--- config.mk ---
export PLATFORM = sky130hd
export DESIGN_NAME = seg_scan_decoder_flat
export DESIGN_NICKNAME = d
export VERILOG_FILES = /design/src/rtl/seg_scan_decoder_if.sv /design/src/rtl/seg_scan_decoder.sv /design/src/flat_wrapper.sv
export SDC_FILE = /design/constraint.sdc
export NUM_CORES = 1
export LEC_CHECK = 0
export ABC_AREA = 1
export CAP_MARGIN = 20
export CORE_ASPECT_RATIO = 0.8
export CORE_MARGIN = 2
export CORE_UTILIZATION = 25
export CTS_CLUSTER_DIAMETER = 50
export DETAILED_ROUTE_END_ITERATION = 10
export PLACE_DENSITY = 0.51
export SLEW_MARGIN = 0
export SYNTH_ARGS = -nofsm -noshare
export SYNTH_HDL_FRONTEND = slang
export SYNTH_SLANG_ARGS = --single-unit
--- constraint.sdc ---
create_clock -name clk -period 2.85 [get_ports clk]
set_input_delay 0.285 -clock clk [delete_from_list [all_inputs] [get_ports clk]]
set_output_delay 0.285 -clock clk [all_outputs]
set_load 0.03 [all_outputs]
--- src/rtl/seg_scan_decoder_if.sv ---
// Bus bundle for seg_scan_decoder: multiplexed display sample in, decoded frame out
// with a valid/ready handshake and a sticky overrun flag.
interface seg_scan_decoder_if;
  logic [6:0]  seg;
  logic [3:0]  an;
  logic [15:0] value;
  logic        valid;
  logic        ready;
  logic        err;
  logic [1:0]  err_digit;
  logic        overrun;

  // Producer of display samples and consumer of frames
  modport master (
    output seg, an, ready,
    input  value, valid, err, err_digit, overrun
  );

  // The decoder itself
  modport slave (
    input  seg, an, ready,
    output value, valid, err, err_digit, overrun
  );
endinterface

--- src/rtl/seg_scan_decoder.sv ---
// Scanned 7-segment display decoder. Samples {an, seg}, captures each digit once it has
// been stable for SETTLE cycles, and emits a 4-digit frame through a valid/ready port.
// Optional macro SEG_BLANK_EN: when defined, an all-off pattern decodes as 0 instead of bad.
module seg_scan_decoder #(
  parameter int unsigned SETTLE = 2
) (
  input logic           clk,
  input logic           rst_n,
  seg_scan_decoder_if.slave bus
);

  localparam logic [3:0] SettleCnt = 4'(SETTLE);

  logic [10:0] sample;
  logic [10:0] sample_q;
  logic [3:0]  cnt_d, cnt_q;
  logic [3:0]  mask_d, mask_q;
  logic [15:0] digits_d, digits_q;
  logic [3:0]  bad_d, bad_q;
  logic [15:0] value_d, value_q;
  logic        valid_d, valid_q;
  logic        err_d, err_q;
  logic [1:0]  err_digit_d, err_digit_q;
  logic        overrun_d, overrun_q;

  logic        onehot, stable, capture, complete, load, accept;
  logic [3:0]  nib;
  logic        nib_bad;
  logic [1:0]  dig_idx;
  logic [15:0] frame_digits;
  logic [3:0]  frame_bad;
  logic [1:0]  frame_err_digit;

  assign sample = {bus.an, bus.seg};
  assign onehot = $onehot(bus.an);

  // Segment pattern to hex nibble; unknown patterns flag bad and read as 0
  always_comb begin
    nib     = 4'h0;
    nib_bad = 1'b0;
    case (bus.seg)
      7'h7E: nib = 4'h0;
      7'h30: nib = 4'h1;
      7'h6D: nib = 4'h2;
      7'h79: nib = 4'h3;
      7'h33: nib = 4'h4;
      7'h5B: nib = 4'h5;
      7'h5F: nib = 4'h6;
      7'h70: nib = 4'h7;
      7'h7F: nib = 4'h8;
      7'h7B: nib = 4'h9;
      7'h77: nib = 4'hA;
      7'h1F: nib = 4'hB;
      7'h4E: nib = 4'hC;
      7'h3D: nib = 4'hD;
      7'h4F: nib = 4'hE;
      7'h47: nib = 4'hF;
`ifdef SEG_BLANK_EN
      7'h00: nib = 4'h0;
`endif
      default: nib_bad = 1'b1;
    endcase
  end

  // Digit index from the one-hot enable; only meaningful when onehot is set
  always_comb begin
    dig_idx = 2'd0;
    unique case (bus.an)
      4'b0001: dig_idx = 2'd0;
      4'b0010: dig_idx = 2'd1;
      4'b0100: dig_idx = 2'd2;
      4'b1000: dig_idx = 2'd3;
      default: dig_idx = 2'd0;
    endcase
  end

  // Stability counter, capture decision and frame assembly
  always_comb begin
    stable = (sample == sample_q) && onehot;
    if (stable) begin
      cnt_d = (cnt_q >= SettleCnt) ? cnt_q : cnt_q + 4'd1;
    end else begin
      cnt_d = 4'd1;
    end
    // A saturated counter that stays saturated must not recapture
    capture = onehot && (cnt_d == SettleCnt) && !(stable && (cnt_q == SettleCnt));

    frame_digits = digits_q;
    frame_bad    = bad_q;
    if (capture) begin
      frame_digits[{dig_idx, 2'b00} +: 4] = nib;
      frame_bad[dig_idx]                  = nib_bad;
    end
    complete = capture && ((mask_q | bus.an) == 4'hF);

    if (complete) begin
      mask_d = 4'h0;
    end else if (capture) begin
      mask_d = mask_q | bus.an;
    end else begin
      mask_d = mask_q;
    end
    digits_d = frame_digits;
    bad_d    = frame_bad;

    if (frame_bad[0])      frame_err_digit = 2'd0;
    else if (frame_bad[1]) frame_err_digit = 2'd1;
    else if (frame_bad[2]) frame_err_digit = 2'd2;
    else if (frame_bad[3]) frame_err_digit = 2'd3;
    else                   frame_err_digit = 2'd0;
  end

  // Output holding register, handshake and overrun tracking
  always_comb begin
    value_d     = value_q;
    valid_d     = valid_q;
    err_d       = err_q;
    err_digit_d = err_digit_q;
    overrun_d   = overrun_q;
    accept      = valid_q && bus.ready;
    load        = complete && (!valid_q || bus.ready);
    if (load) begin
      value_d     = frame_digits;
      valid_d     = 1'b1;
      err_d       = |frame_bad;
      err_digit_d = frame_err_digit;
    end else if (accept) begin
      valid_d = 1'b0;
    end
    if (accept) begin
      overrun_d = 1'b0;
    end
    if (complete && !load) begin
      overrun_d = 1'b1;
    end
  end

  // State registers with synchronous active-low reset
  always_ff @(posedge clk) begin
    if (!rst_n) begin
      sample_q    <= '0;
      cnt_q       <= '0;
      mask_q      <= '0;
      digits_q    <= '0;
      bad_q       <= '0;
      value_q     <= '0;
      valid_q     <= 1'b0;
      err_q       <= 1'b0;
      err_digit_q <= '0;
      overrun_q   <= 1'b0;
    end else begin
      sample_q    <= sample;
      cnt_q       <= cnt_d;
      mask_q      <= mask_d;
      digits_q    <= digits_d;
      bad_q       <= bad_d;
      value_q     <= value_d;
      valid_q     <= valid_d;
      err_q       <= err_d;
      err_digit_q <= err_digit_d;
      overrun_q   <= overrun_d;
    end
  end

  assign bus.value     = value_q;
  assign bus.valid     = valid_q;
  assign bus.err       = err_q;
  assign bus.err_digit = err_digit_q;
  assign bus.overrun   = overrun_q;

endmodule

--- src/flat_wrapper.sv ---
// flat-port wrapper written by rule: the top's interface ports become plain ports
module seg_scan_decoder_flat 
#(
  parameter int unsigned SETTLE = 2
)
  (clk, rst_n, bus_seg, bus_an, bus_ready, bus_value, bus_valid, bus_err, bus_err_digit, bus_overrun);
  seg_scan_decoder_if bus_i ();
  input logic clk;
  input logic rst_n;
  input wire logic [$bits(bus_i.seg)-1:0] bus_seg;
  input wire logic [$bits(bus_i.an)-1:0] bus_an;
  input wire logic [$bits(bus_i.ready)-1:0] bus_ready;
  output wire logic [$bits(bus_i.value)-1:0] bus_value;
  output wire logic [$bits(bus_i.valid)-1:0] bus_valid;
  output wire logic [$bits(bus_i.err)-1:0] bus_err;
  output wire logic [$bits(bus_i.err_digit)-1:0] bus_err_digit;
  output wire logic [$bits(bus_i.overrun)-1:0] bus_overrun;
  assign bus_i.seg = bus_seg;
  assign bus_i.an = bus_an;
  assign bus_i.ready = bus_ready;
  assign bus_value = bus_i.value;
  assign bus_valid = bus_i.valid;
  assign bus_err = bus_i.err;
  assign bus_err_digit = bus_i.err_digit;
  assign bus_overrun = bus_i.overrun;
  seg_scan_decoder #(.SETTLE(SETTLE)) u_core (.clk(clk), .rst_n(rst_n), .bus(bus_i));
endmodule
* Word level (Yosys, flattened, before mapping)
Cells that the tools add are included.
** Word-level totals
- Register bits after elaboration :: 60
- Input bits :: 14
- Logic and storage cells :: 82
** Operators by class
- Add/sub/neg operators :: 5
- $lt $le $gt $ge :: 3
- Eq/ne operators :: 24
- Shift operators :: 2
- Mux-type cells :: 18
- Bitwise operators :: 2
- Reductions and logical operators :: 18
** Operators by type and width (count)
- 7-bit == test (second input constant) :: 12
- 4-bit case mux with 15 select lines :: 1
- 7-bit by 6-bit == test with 1-bit output (second input constant) :: 3
- 16-bit bitwise mux :: 1
- 16-bit two-way mux :: 1
- 16-bit OR reduction :: 1
- 4-bit by 6-bit variable shift with 16-bit output (first input constant) :: 1
- 4-bit by 6-bit variable part select with 16-bit output :: 1
- 4-bit by 2-bit == test with 1-bit output (second input constant) :: 3
- 4-bit two-way mux :: 3
- 11-bit == test :: 1
- 1-bit logical AND :: 9
- 4-bit == test (second input constant) :: 2
- 2-bit two-way mux :: 4
- 7-bit by 5-bit == test with 1-bit output (second input constant) :: 1
- 4-bit negator with 6-bit output :: 1
- 2-bit case mux with 3 select lines :: 1
- 1-bit two-way mux :: 5
- 1-bit by 1-bit adder with 2-bit output :: 2
- 4-bit by 1-bit adder with 4-bit output (second input constant) :: 1
- 4-bit bitwise mux :: 1
- 4-bit by 3-bit == test with 1-bit output (second input constant) :: 1
- 4-bit by 2-bit greater-or-equal comparator with 1-bit output (second input constant) :: 1
- 4-bit bitwise OR :: 1
- 11 further kinds :: 14

* Logic depth before layout (Yosys ltp)
Gate-level depths: netlist of the first run.
- Word-level depth :: 13
- Gate-level depth with buffers :: 19

* Least setup slack after synthesis of the first run
No wires, ideal clock.
- Kind :: input to register
- Start point :: input bus_an[2]
- End point :: register u_core.err_q (netlist: u_core.bus.err)
- Arrival time :: 2.482 ns
- Path slack :: 0.251 ns
- Stages :: 17
- Buffers on the path :: 1
- Path through :: inv_1 > ha_1 > ha_1 > fa_1 > inv_1 > nand3_1 > nor2_1 > nand2_1 > nor2_2 > nand3_2 > nor2_2 > nand2_2 > nor2_4 > buf_6 > nand3_1 > nor2_1 > nor2_1
** On the way
- Cells in the longest elaborated chain, start to end :: 10
- Elaborated cells on any way between the ends :: 27
- Those cells by class :: add/sub: 2; order compare: 2; eq/ne: 7; mux: 6; bitwise: 1; reduce/logical: 9
** Ends and longest elaborated chain
- from (decl) :: line flat_wrapper.sv:11 : input wire logic [$bits(bus_i.an)-1:0] bus_an;
- 1-bit by 1-bit adder with 2-bit output (not written as such) :: line seg_scan_decoder.sv:35 : assign onehot = $onehot(bus.an);
- 3-bit adder (not written as such) :: line seg_scan_decoder.sv:35
- 3-bit by 1-bit == test with 1-bit output :: line seg_scan_decoder.sv:35
- 1-bit logical AND :: line seg_scan_decoder.sv:79 : stable = (sample == sample_q) && onehot;
- 4-bit two-way mux :: line seg_scan_decoder.sv:80 : if (stable) begin
- 4-bit by 2-bit == test with 1-bit output :: line seg_scan_decoder.sv:86 : capture = onehot && (cnt_d == SettleCnt) && !(stable && (cnt_q == SettleCnt));
- 1-bit logical AND (2 in a row) :: line seg_scan_decoder.sv:86
- 4-bit two-way mux / 1-bit logical AND (equally long branches) :: line seg_scan_decoder.sv:90, seg_scan_decoder.sv:94
- 4-bit OR reduction / 1-bit logical AND (equally long branches) :: line seg_scan_decoder.sv:125, seg_scan_decoder.sv:121
- to (signal assigned) :: line seg_scan_decoder.sv:159 : err_q <= err_d;
- to (decl) :: line seg_scan_decoder.sv:22 : logic err_d, err_q;
Parallel ways exist; a longest one is shown, timed or not.
A chain may end at the register's enable or synchronous reset.

* Worst setup path after layout of the first run
- Start point :: input bus_an[3]
- End point :: register u_core.value_q[4] (netlist: u_core.bus.value[4])
** On the way
- Cells in the longest elaborated chain, start to end :: 10
- Elaborated cells on any way between the ends :: 24
- Those cells by class :: add/sub: 3; eq/ne: 7; shift: 2; mux: 4; bitwise: 1; reduce/logical: 7
** Ends and longest elaborated chain
- branches (longest 10 deep; another with 4-bit negator with 6-bit output)
- to (signal assigned) :: line seg_scan_decoder.sv:157 : value_q <= value_d;
- to (decl) :: line seg_scan_decoder.sv:20 : logic [15:0] value_d, value_q;
Parallel ways; which one is timed is not known.

==> flow_summary.json, run 1 <==
{
  "status": "finished clean",
  "num_vias": 2990,
  "grt_remaining_overflow": 0,
  "fin_nets": 568,
  "timing.slew.headroom_pct": 49.37,
  "r2r_setup_slack_ns": 0.50,
  "multiInputGateArea_um2": 1619,
  "dp_hpwl_um": 5675,
  "fillCellCount": 1338,
  "cts.clk_slew.worst_paths_ns": 0.05,
  "critical_path_class": "input pin to flip-flop",
  "slew_violations": 0,
  "ys_types": 38,
  "die_h_um": 105.6,
  "numCtsBuffers": 9,
  "ys_warn_count": 0,
  "tightest_slew_ns": 0.7587,
  "power_w": 0.002193,
  "min_path_type": "input pin to flip-flop",
  "die_x_um": 130.9,
  "synth_top_area_share_pct": 37.27,
  "ys_ff_latch": 60,
  "arrival_ns": 2.93,
  "sequentialPowerShare_pct": 39.0,
  "maxCapViolCount": 0,
  "wirelength_um": 8068,
  "syn_avg_cell_area_um2": 6.814,
  "core_um2": 12730,
  "cts_tree": "built",
  "synth_area_leaders": "dfxtp_1 (37%), nand2_1 (14%), inv_1 (10%), nor2_1 (5.7%), ha_1 (5.4%)",
  "syn-cell-area_um2": 3223,
  "grt_max_degree": 34,
  "intPower_w": 0.001688,
  "synthCells": 473,
  "cts_htree_levels": 3,
  "r2r.worst_path.cells": 14,
  "hp-start": "bus_an[0]",
  "setup_viol": 0,
  "crit_chain": "dlygate4sd2_1 -> inv_2 -> ha_4 -> ha_2 -> fa_1 -> inv_2 -> nand3_2 -> nor2_1 -> nand2_1 -> nor2_2 -> nand3_2 -> nor2_4 -> nand2_2 -> nor2_4 -> buf_12 -> bufbuf_16 -> nand2_1 -> nand2_1 -> inv_1",
  "grt.total_usage_pct": 13.06,
  "yosys.area.top_type": "dfxtp_1",
  "pin_count": 35,
  "clock_power_share_pct": 52.7,
  "grt_pass1_wl_um": 14010,
  "min_path_cells": 4,
  "ant_nets": 0,
  "cts_hold_buf": 0,
  "rr_startpoint": "u_core.cnt_q[0]$_SDFF_PN0_",
  "vdd_drop_max_uv": 248.2,
  "dieArea_um2": 13820,
  "clock.fmax_mhz": 370.1,
  "power.density_nw_per_um2": 498.0,
  "path_depth": 19,
  "num_antenna_cells": 0,
  "grt_pass1_vias": 2959,
  "yosysSeqAreaShare_pct": 37.27,
  "first_iter_violations": 169,
  "start_util_pct": 25.32,
  "crit_slowest_cell": "fa_1",
  "period_minus_slack_ns": 2.702,
  "wire_per_inst_um": 11.22,
  "clock_skew_ns": 0.008361,
  "critPathBufInv": 6,
  "slowest_delay_ns": 0.44,
  "rr_endpoint": "u_core.bus.value[4]$_SDFFE_PN0P_",
  "p_leak_nw": 2.133,
  "antenna_found_initial": 0,
  "place_congestion": 0.8869,
  "hold_slack_ns": 0.2880,
  "clock_sinks": 60,
  "via_per_inst": 4.159,
  "swShare_pct": 23.03,
  "crit_top_cell": "nand2_1",
  "drive_gt1_share_pct": 15.81,
  "p_comb_share_pct": 8.3,
  "area_growth_pct": 36.61,
  "end_kind": "flip-flop",
  "register_area_um2": 1201,
  "tns_ns": 0,
  "hold_end": "u_core.sample_q[7]$_SDFF_PN0_",
  "power.switching_w": 0.0005050,
  "insertion_delay_ns": 0.34,
  "root_buffer": "clkbuf_16",
  "drc_errors": 0,
  "finalHoldViolations": 0,
  "cp_data_required_time_ns": 3.08,
  "cts_max_path_buffers": 2,
  "io_buffers": 34,
  "worstSetupStartpointType": "input pin",
  "synth_fp_nets": 502,
  "final_util_pct": 34.58,
  "crit_family": "simple AND/OR/NAND/NOR gates",
  "critPathMaxFanout": 7,
  "rsz0062_at_grt": "no",
  "dr.pass1.iters": 4,
  "rows": 37,
  "fin_crit_sh_pct": 94.80
}
[placed cells by master, fill, tap and decap left out, types with 2 or more instances in the layout]
cell type,count
buf_4,28
inv_1,85
o21bai_1,5
o211ai_1,5
nand3_2,6
clkbuf_8,4
clkbuf_16,9
o22ai_2,2
dfxtp_1,60
clkdlybuf4s50_1,30
a21oi_1,20
nand3b_1,2
o21ai_0,7
nand2_1,121
nor2_1,49
clkbuf_2,2
nand4_1,7
nor3_1,5
o21ai_1,3
nand3_1,25
o21a_1,8
dlygate4sd2_1,2
nor2_4,3
o22ai_1,4
inv_2,14
ha_1,12
buf_12,3
[cells in the mapped netlist]
master	number
nor2_4	2
buf_2	2
dfxtp_1	60
inv_1	90
nand2_1	121
nor2_2	2
and2_1	1
o211ai_1	5
nand3b_1	2
o21ai_2	1
nand3_1	30
nor4_1	1
ha_1	14
o21a_1	8
o21bai_1	5
o21ai_1	3
nand2_4	2
a21oi_1	20
buf_4	5
buf_6	2
o22ai_1	4
inv_2	9
nand3_2	1
xnor2_1	1
nand2_2	1
nor2_1	49
nand4_2	1
a22oi_1	1
a211oi_1	1
and3_1	1
nor3_4	1
fa_1	1
nand4_1	7
xor2_1	1
o22ai_2	2
nor3_1	5
clkbuf_1	4
o21ai_0	7
[flip-flops by register name (all words and copies together) (netlist names)]
signal / cells
u_core.bad_q: 4
u_core.bus.err_digit: 2
u_core.bus.valid: 1
u_core.mask_q: 4
u_core.sample_q: 11
u_core.digits_q: 16
u_core.cnt_q: 4
u_core.bus.value: 16
u_core.bus.err: 1
u_core.bus.overrun: 1
[how the worst max path moves through the flow]
stage,startpoint,to
after CTS,bus_an[0],u_core.bus.value[4]$_SDFFE_PN0P_
after detailed placement,bus_an[2],u_core.bus.value[7]$_SDFFE_PN0P_
after global placement,bus_an[0],u_core.bus.value[7]$_SDFFE_PN0P_
after global routing,bus_an[3],u_core.bus.value[4]$_SDFFE_PN0P_
final,bus_an[3],u_core.bus.value[4]$_SDFFE_PN0P_
after floorplan,bus_an[2],u_core.bus.err$_SDFFE_PN0P_
[metal layers]
layer / GRT usage, % / up-vias / routed length (um)
met5: 0 / - / 0
met4: 4.787 / 0 / 150
met3: 4.112 / 16 / 416
met2: 19.69 / 60 / 3441
met1: 17.42 / 1321 / 4060
li1: - / 1593 / -
[worst register-to-register path, delay by kind of cell (launching register included)]
kind	cells	cell delay [ns]
adders and majority gates	1	0.23
DFF	1	0.37
buffers and inverters	5	0.58
xor gates and xnor gates	1	0.22
and+or+nand+nor	7	0.84
[metrics by stage]
stage | instances | cell area [um2] | setup slack (ns)
after global placement | 691 | 3887 | -0.4339
after CTS | 718 | 4389 | 0.1004
after detailed placement | 691 | 3887 | -0.4872
after floorplan | 473 | 3223 | 0.2507
final | 719 | 4403 | 0.1482
after global routing | 719 | 4403 | 0.0004003
[cells by family after synthesis]
| kind of cell | share of synthesized area [%] |
|---|---|
| and+or+nand+nor | 30.82 |
| buffers and inverters | 14.17 |
| DFF | 37.27 |
| AOI/OAI and AO/OA | 11.14 |
| adders and majority gates | 6.056 |
| xor gates and xnor gates | 0.5436 |
[power groups by stage]
stage | sequential [W] | clock, W | combinational (W)
floorplan | 0.000871 | 0 | 0.000110
global placement | 0.000871 | 0 | 0.000172
detailed placement | 0.000872 | 0 | 0.000174
CTS | 0.000854 | 0.00118 | 0.000180
global route | 0.000855 | 0.00122 | 0.000208
finish | 0.000855 | 0.00116 | 0.000182
[cell type report]
class / instances / share of cell area, %
multi-input combinational: 301 / 36.77
clock buffer: 13 / 6.365
timing repair buffer: 68 / 15.20
inverter: 99 / 8.440
tap: 175 / 4.973
sequential: 60 / 27.28
clock inverter: 3 / 0.9662
[repair_timing]
action,CTS,global route
resized for setup,16,9
cloned,2,0
setup endpoints to repair,30,25
buffers inserted,9,2
pin swaps,8,7
(Power assumes the default switching activity.)
==> run 2: changes to the inputs <==
- GPL_TIMING_DRIVEN: default -> 0
==> flow_summary.json, run 2 (same netlist as run 1, synthesis figures left out) <==
{
  "cts_tree": "built",
  "slowest_delay_ns": 0.47,
  "pin_count": 35,
  "p_leak_nw": 2.016,
  "mostFrequentLayoutCell": "nand2_1",
  "arrival_ns": 2.92,
  "clock_skew_ns": 0.005244,
  "place_congestion": 0.9007,
  "grt_max_degree": 11,
  "drive_gt1_share_pct": 12.19,
  "slew_violations": 0,
  "num_vias": 2946,
  "crit_chain": "buf_6 -> inv_2 -> ha_1 -> ha_2 -> fa_1 -> inv_2 -> nand3_4 -> nor2_2 -> nand2_1 -> nor2_2 -> nand3_2 -> nor2_4 -> nand2_4 -> nor2_4 -> buf_6 -> buf_12 -> o21a_1 -> nand2_1 -> inv_1",
  "die_x_um": 130.9,
  "pre_cts_ws_ns": -0.9478,
  "io_buffers": 30,
  "cts.clk_slew.worst_paths_ns": 0.05,
  "insertion_delay_ns": 0.33,
  "maxCapViolCount": 0,
  "period_minus_slack_ns": 2.641,
  "area_growth_pct": 28.69,
  "rsz0062_at_grt": "no",
  "tightest_slew_ns": 0.5602,
  "rr_startpoint": "u_core.cnt_q[0]$_SDFF_PN0_",
  "layout_setup_ws_ns": 0.2088,
  "min_path_cells": 3,
  "critical_path_class": "input pin to flip-flop",
  "antenna_found_initial": 0,
  "worstSetupStartpointType": "input pin",
  "numCtsBuffers": 9,
  "setup_viol": 0,
  "end_kind": "flip-flop",
  "drc_errors": 0,
  "timing.slew.headroom_pct": 62.66,
  "finalHoldViolations": 0,
  "hold_slack_ns": 0.1626,
  "status": "finished clean",
  "crit_slowest_cell": "fa_1",
  "min_path_type": "input pin to flip-flop",
  "rr_endpoint": "u_core.bus.value[2]$_SDFFE_PN0P_",
  "fin_crit_sh_pct": 92.68,
  "wire_per_inst_um": 11.46,
  "vdd_drop_max_uv": 202.2,
  "rows": 37,
  "start_util_pct": 25.32,
  "hold_end": "u_core.sample_q[7]$_SDFF_PN0_",
  "dieArea_um2": 13820,
  "hp-start": "bus_an[0]",
  "grt_pass1_vias": 2830,
  "num_antenna_cells": 0,
  "fin_nets": 549,
  "grt_pass1_wl_um": 13310,
  "power.density_nw_per_um2": 505.7,
  "final_cell_mix": "nand2_1 (121), inv_1 (87), dfxtp_1 (60)",
  "dp_hpwl_um": 6028,
  "ant_nets": 0,
  "dr.pass1.iters": 4,
  "critPathMaxFanout": 8,
  "final_cell_count_no_fill": 700,
  "grt.total_usage_pct": 12.50,
  "clock.fmax_mhz": 378.6,
  "die_h_um": 105.6,
  "tns_ns": 0,
  "r2r_setup_slack_ns": 0.59,
  "root_buffer": "clkbuf_16",
  "cts_max_path_buffers": 2,
  "first_iter_violations": 127,
  "dp_cells": 678,
  "wirelength_um": 8022,
  "r2r.worst_path.cells": 14,
  "cp_data_required_time_ns": 3.13,
  "grt_remaining_overflow": 0,
  "core_um2": 12730,
  "via_per_inst": 4.209,
  "power_w": 0.002097,
  "cts_htree_levels": 3,
  "clock_sinks": 60
}
-- run 2: cell types whose count changed in the layout (fill, tap and decap cells not counted), sizes merged --
| cell | before | now |
|---|---|---|
| clkinv | 1 | 3 |
| dlygate4sd2 | 2 | 0 |
| bufbuf | 1 | 0 |
| clkdlybuf4s50 | 30 | 26 |
| buf | 33 | 19 |
-- run 2: layer usage --
metal / share of wire (%) / track usage [%] / vias up / wire [um]
li1: - / - / 1551 / -
met1: 50 / 16.82 / 1344 / 4040
met2: 44 / 18.99 / 41 / 3519
met3: 4.3 / 3.655 / 10 / 348
met4: 1.4 / 4.331 / 0 / 113
met5: 0 / 0 / - / 0
-- run 2: layout make-up --
type,count,area (um2)
repair buffers,36,359.1
well taps,175,219.0
plain buffers,13,96.34
clock inverters,5,52.55
clock buffers,11,232.7
flip-flops and latches,60,1201
multi-input cells,301,1615
fillers,1387,8583
inverters,99,371.6
-- run 2: report_power, final --
part	internal [W]	total, W	switching (W)
Combinational	0.0000615	0.000177	0.000115
Clock	0.000672	0.00107	0.000395
Sequential	0.000849	0.000854	0.00000526
-- run 2: metrics by stage --
| stage | utilization, % | instance area [um2] |
|---|---|---|
| floorplan | - | 3223 |
| global placement | 29.40 | 3742 |
| detailed placement | 29.40 | 3742 |
| CTS | 31.95 | 4068 |
| global route | 32.58 | 4148 |
| finish | 32.58 | 4148 |
-- run 2: critical path: cells and delay by family --
kind | cells | cell delay [ns]
adders and majority gates | 3 | 0.94
and+or+nand+nor | 9 | 1.03
buffers and inverters | 6 | 0.58
AOI/OAI and AO/OA | 1 | 0.10
-- run 2: how the worst max path moves through the flow --
stage,startpoint,to,slack (ns),cells past startpoint
after detailed placement,bus_an[2],u_core.bus.value[15]$_SDFFE_PN0P_,-0.95,18
after CTS,bus_an[2],u_core.bus.err$_SDFFE_PN0P_,0.02,18
after global routing,bus_an[1],u_core.bus.value[3]$_SDFFE_PN0P_,0.005,19
after floorplan,bus_an[2],u_core.bus.err$_SDFFE_PN0P_,0.25,17
after global placement,bus_an[2],u_core.bus.value[15]$_SDFFE_PN0P_,-0.89,18
final,bus_an[0],u_core.bus.value[2]$_SDFFE_PN0P_,0.21,19
-- run 2: timing repair --
action / in CTS / in global routing
gates resized for setup: 26 / 19
gates cloned: 1 / 0
endpoints found under the setup margin: 45 / 30
endpoints found under the hold margin: 0 / 0
pin swaps: 4 / 7
hold buffers: 0 / 0
buffers inserted: 2 / 3
==> run 3: changes to the inputs <==
--- a/config.mk
+++ b/config.mk
@@ -6,5 +6,5 @@
 export NUM_CORES = 1
 export LEC_CHECK = 0
-export ABC_AREA = 1
+export ABC_AREA = 0
 export CAP_MARGIN = 20
 export CORE_ASPECT_RATIO = 0.8
@@ -15,5 +15,4 @@
 export GPL_TIMING_DRIVEN = 0
 export PLACE_DENSITY = 0.51
-export SLEW_MARGIN = 0
 export SYNTH_ARGS = -nofsm -noshare
 export SYNTH_HDL_FRONTEND = slang
==> constraint.sdc (replaced) <==
create_clock -name clk -period 2.85 [get_ports clk]
set_input_delay 0.285 -clock clk [delete_from_list [all_inputs] [get_ports clk]]
set_output_delay 0.285 -clock clk [all_outputs]
set_load 0.1 [all_outputs]
==> flow_summary.json, run 3 <==
{
  "die_h_um": 101.2,
  "maxCapViolCount": 0,
  "ys_ff_latch": 60,
  "num_vias": 2633,
  "startpoint": "bus_an[3]",
  "rr_startpoint": "u_core.cnt_q[0]$_SDFF_PN0_",
  "antenna_found_initial": 0,
  "grt_max_degree": 12,
  "p_leak_nw": 1.580,
  "synth_common_cells": "dfxtp_1 (60), nor2_1 (49), a21oi_1 (22)",
  "timing.slew.headroom_pct": 34.71,
  "syn_avg_cell_area_um2": 8.736,
  "grt_pass1_wl_um": 13230,
  "fin_crit_sh_pct": 97.79,
  "hp-start": "bus_an[1]",
  "multiInputGateArea_um2": 1842,
  "layout_setup_ws_ns": 0.06287,
  "fillCellCount": 1145,
  "cts_hold_buf": 0,
  "slew_violations": 0,
  "cts.clk_slew.worst_paths_ns": 0.05,
  "final_cell_count_no_fill": 553,
  "register_area_um2": 1204,
  "setup_viol": 0,
  "synth_edf_count": 0,
  "dp_cells": 520,
  "clock_sinks": 60,
  "rsz0062_at_grt": "yes",
  "yosys.area.top_type": "dfxtp_1",
  "end_kind": "flip-flop",
  "pre_cts_ws_ns": -1.302,
  "status": "finished clean",
  "mostFrequentLayoutCell": "dfxtp_1",
  "synth_top_area_share_pct": 40.68,
  "drive_gt1_share_pct": 22.22,
  "min_path_type": "input pin to flip-flop",
  "place_congestion": 0.7742,
  "vdd_drop_max_uv": 258.4,
  "cp_data_required_time_ns": 3.08,
  "ys_async_sr_fraction_pct": 0,
  "drc_errors": 0,
  "ys_warn_count": 0,
  "period_minus_slack_ns": 2.787,
  "critPathMaxFanout": 5,
  "ys_types": 55,
  "clock.fmax_mhz": 358.8,
  "num_antenna_cells": 0,
  "cts_tree": "built",
  "synth_area_leaders": "dfxtp_1 (41%), nor2_1 (6.2%), ha_1 (5.9%), a21oi_1 (3.7%), xnor2_1 (3.6%)",
  "cts_max_path_buffers": 2,
  "cts_htree_levels": 3,
  "ys.flop_type": "dfxtp_1",
  "numCtsBuffers": 9,
  "post-synth-top-count-cell": "dfxtp_1",
  "tightest_slew_ns": 0.9763,
  "area_growth_pct": 45.34,
  "syn-cell-area_um2": 2953,
  "ant_nets": 0,
  "wire_per_inst_um": 15.08,
  "yosysSeqAreaShare_pct": 40.68,
  "via_per_inst": 4.761,
  "pin_count": 35,
  "fin_nets": 429,
  "rows": 35,
  "die_x_um": 125.5,
  "finalHoldViolations": 0,
  "critical_path_class": "input pin to flip-flop",
  "final_cell_mix": "dfxtp_1 (58), nor2_1 (49), clkdlybuf4s50_1 (30)",
  "insertion_delay_ns": 0.32,
  "synthCells": 338,
  "first_iter_violations": 85,
  "synth_fp_nets": 367,
  "dp_hpwl_um": 5776,
  "clock_skew_ns": 0.006877,
  "grt_pass1_vias": 2519,
  "wirelength_um": 8342,
  "dr.pass1.iters": 5,
  "start_util_pct": 25.64,
  "power.density_nw_per_um2": 540.5,
  "io_buffers": 34,
  "dieArea_um2": 12700,
  "arrival_ns": 3.02,
  "worstSetupStartpointType": "input pin",
  "grt_remaining_overflow": 0,
  "core_um2": 11520,
  "root_buffer": "clkbuf_16",
  "grt.total_usage_pct": 13.15
}
run 3: cell count changes after synthesis, moves of 6 or more:
cell,previous run,this run
nand2_1,121,18
mux2i_1,0,8
and2_1,1,14
nand2b_1,0,6
xnor2_1,1,12
clkbuf_1,4,11
a211oi_1,1,12
o21a_1,8,1
inv_2,9,1
inv_1,90,13
nand3_1,30,4
run 3: final timing paths:
check                           cells past startpoint                           endpoint  slack [ns]
worst min-delay path                                3      u_core.sample_q[8]$_SDFF_PN0_        0.20
worst max-delay path                               12  u_core.bus.value[10]$_SDFFE_PN0P_        0.06
worst max register to register                      9  u_core.bus.value[10]$_SDFFE_PN0P_        0.13
worst min register to register                      2         u_core.cnt_q[2]$_SDFF_PN0_        0.47
run 3: layout make-up:
| class | instances | area share (%) |
|---|---|---|
| plain buffers | 17 | 2.420 |
| clock buffers | 10 | 5.335 |
| clock inverters | 6 | 2.624 |
| inverters | 14 | 1.866 |
| multi-input cells | 246 | 42.92 |
| flip-flops and latches | 60 | 28.05 |
| well taps | 148 | 4.315 |
| repair buffers | 52 | 12.48 |
run 3: critical path, cell delays in order:
cell and delay, ns:
buf_12 0.09, inv_8 0.03, ha_4 0.26, ha_4 0.13, fa_2 0.44, or3b_4 0.41
a211o_1 0.29, nand4b_1 0.30, buf_6 0.21, nor4_2 0.28, a21oi_2 0.07, a211oi_1 0.22
run 3: layer usage:
| metal | GRT usage, % | vias to the layer above | routed length (um) |
|---|---|---|---|
| li1 | - | 1328 | - |
| met1 | 18.06 | 1237 | 4146 |
| met2 | 21.04 | 60 | 3733 |
| met3 | 2.853 | 8 | 392 |
| met4 | 3.590 | 0 | 70 |
| met5 | 0 | - | 0 |
run 3: power by group:
| group | leakage [nW] | internal (W) | switching [W] |
|---|---|---|---|
| Sequential | 0.487 | 0.000849 | 0.00000454 |
| Combinational | 0.938 | 0.0000983 | 0.000122 |
| Clock | 0.155 | 0.000854 | 0.000393 |
run 3: stage by stage:
| stage | instance area [um2] | total power (W) | utilization [%] | hold slack [ns] | setup TNS (ns) |
|---|---|---|---|---|---|
| 3_5_place_dp | 3558 | 0.001052 | 30.90 | 0.4615 | -47.51 |
| 5_1_grt | 4292 | 0.002397 | 37.26 | 0.1960 | -0.07642 |
| 4_1_cts | 4135 | 0.002321 | 35.90 | 0.1906 | -0.2800 |
| 2_1_floorplan | 3033 | 0.0009831 | - | 0.3882 | -0.02248 |
| 6_report | 4292 | 0.002319 | 37.26 | 0.1986 | 0 |
| 3_3_place_gp | 3558 | 0.001049 | 30.90 | 0.4520 | -46.92 |
run 3: kinds of logic (layout without fill, tap and decap cells):
logic type / count (synthesis) / count (layout) / synth area share [%]
simple gates: 136 / 136 / 25.13
flops: 60 / 60 / 40.68
compound gates: 75 / 75 / 16.91
fa+ha+maj: 15 / 15 / 6.610
xor+xnor: 12 / 12 / 3.559
mux: 8 / 8 / 2.712
buf+inv: 32 / 99 / 4.407
run 3: repair_timing:
| action | CTS | global route |
|---|---|---|
| setup endpoints to repair | 47 | 30 |
| setup buffers | 13 | 4 |
| endpoints found under the hold margin | 0 | 0 |
| gates resized for setup | 58 | 29 |
| cloned | 0 | 1 |
| pin swaps | 10 | 12 |
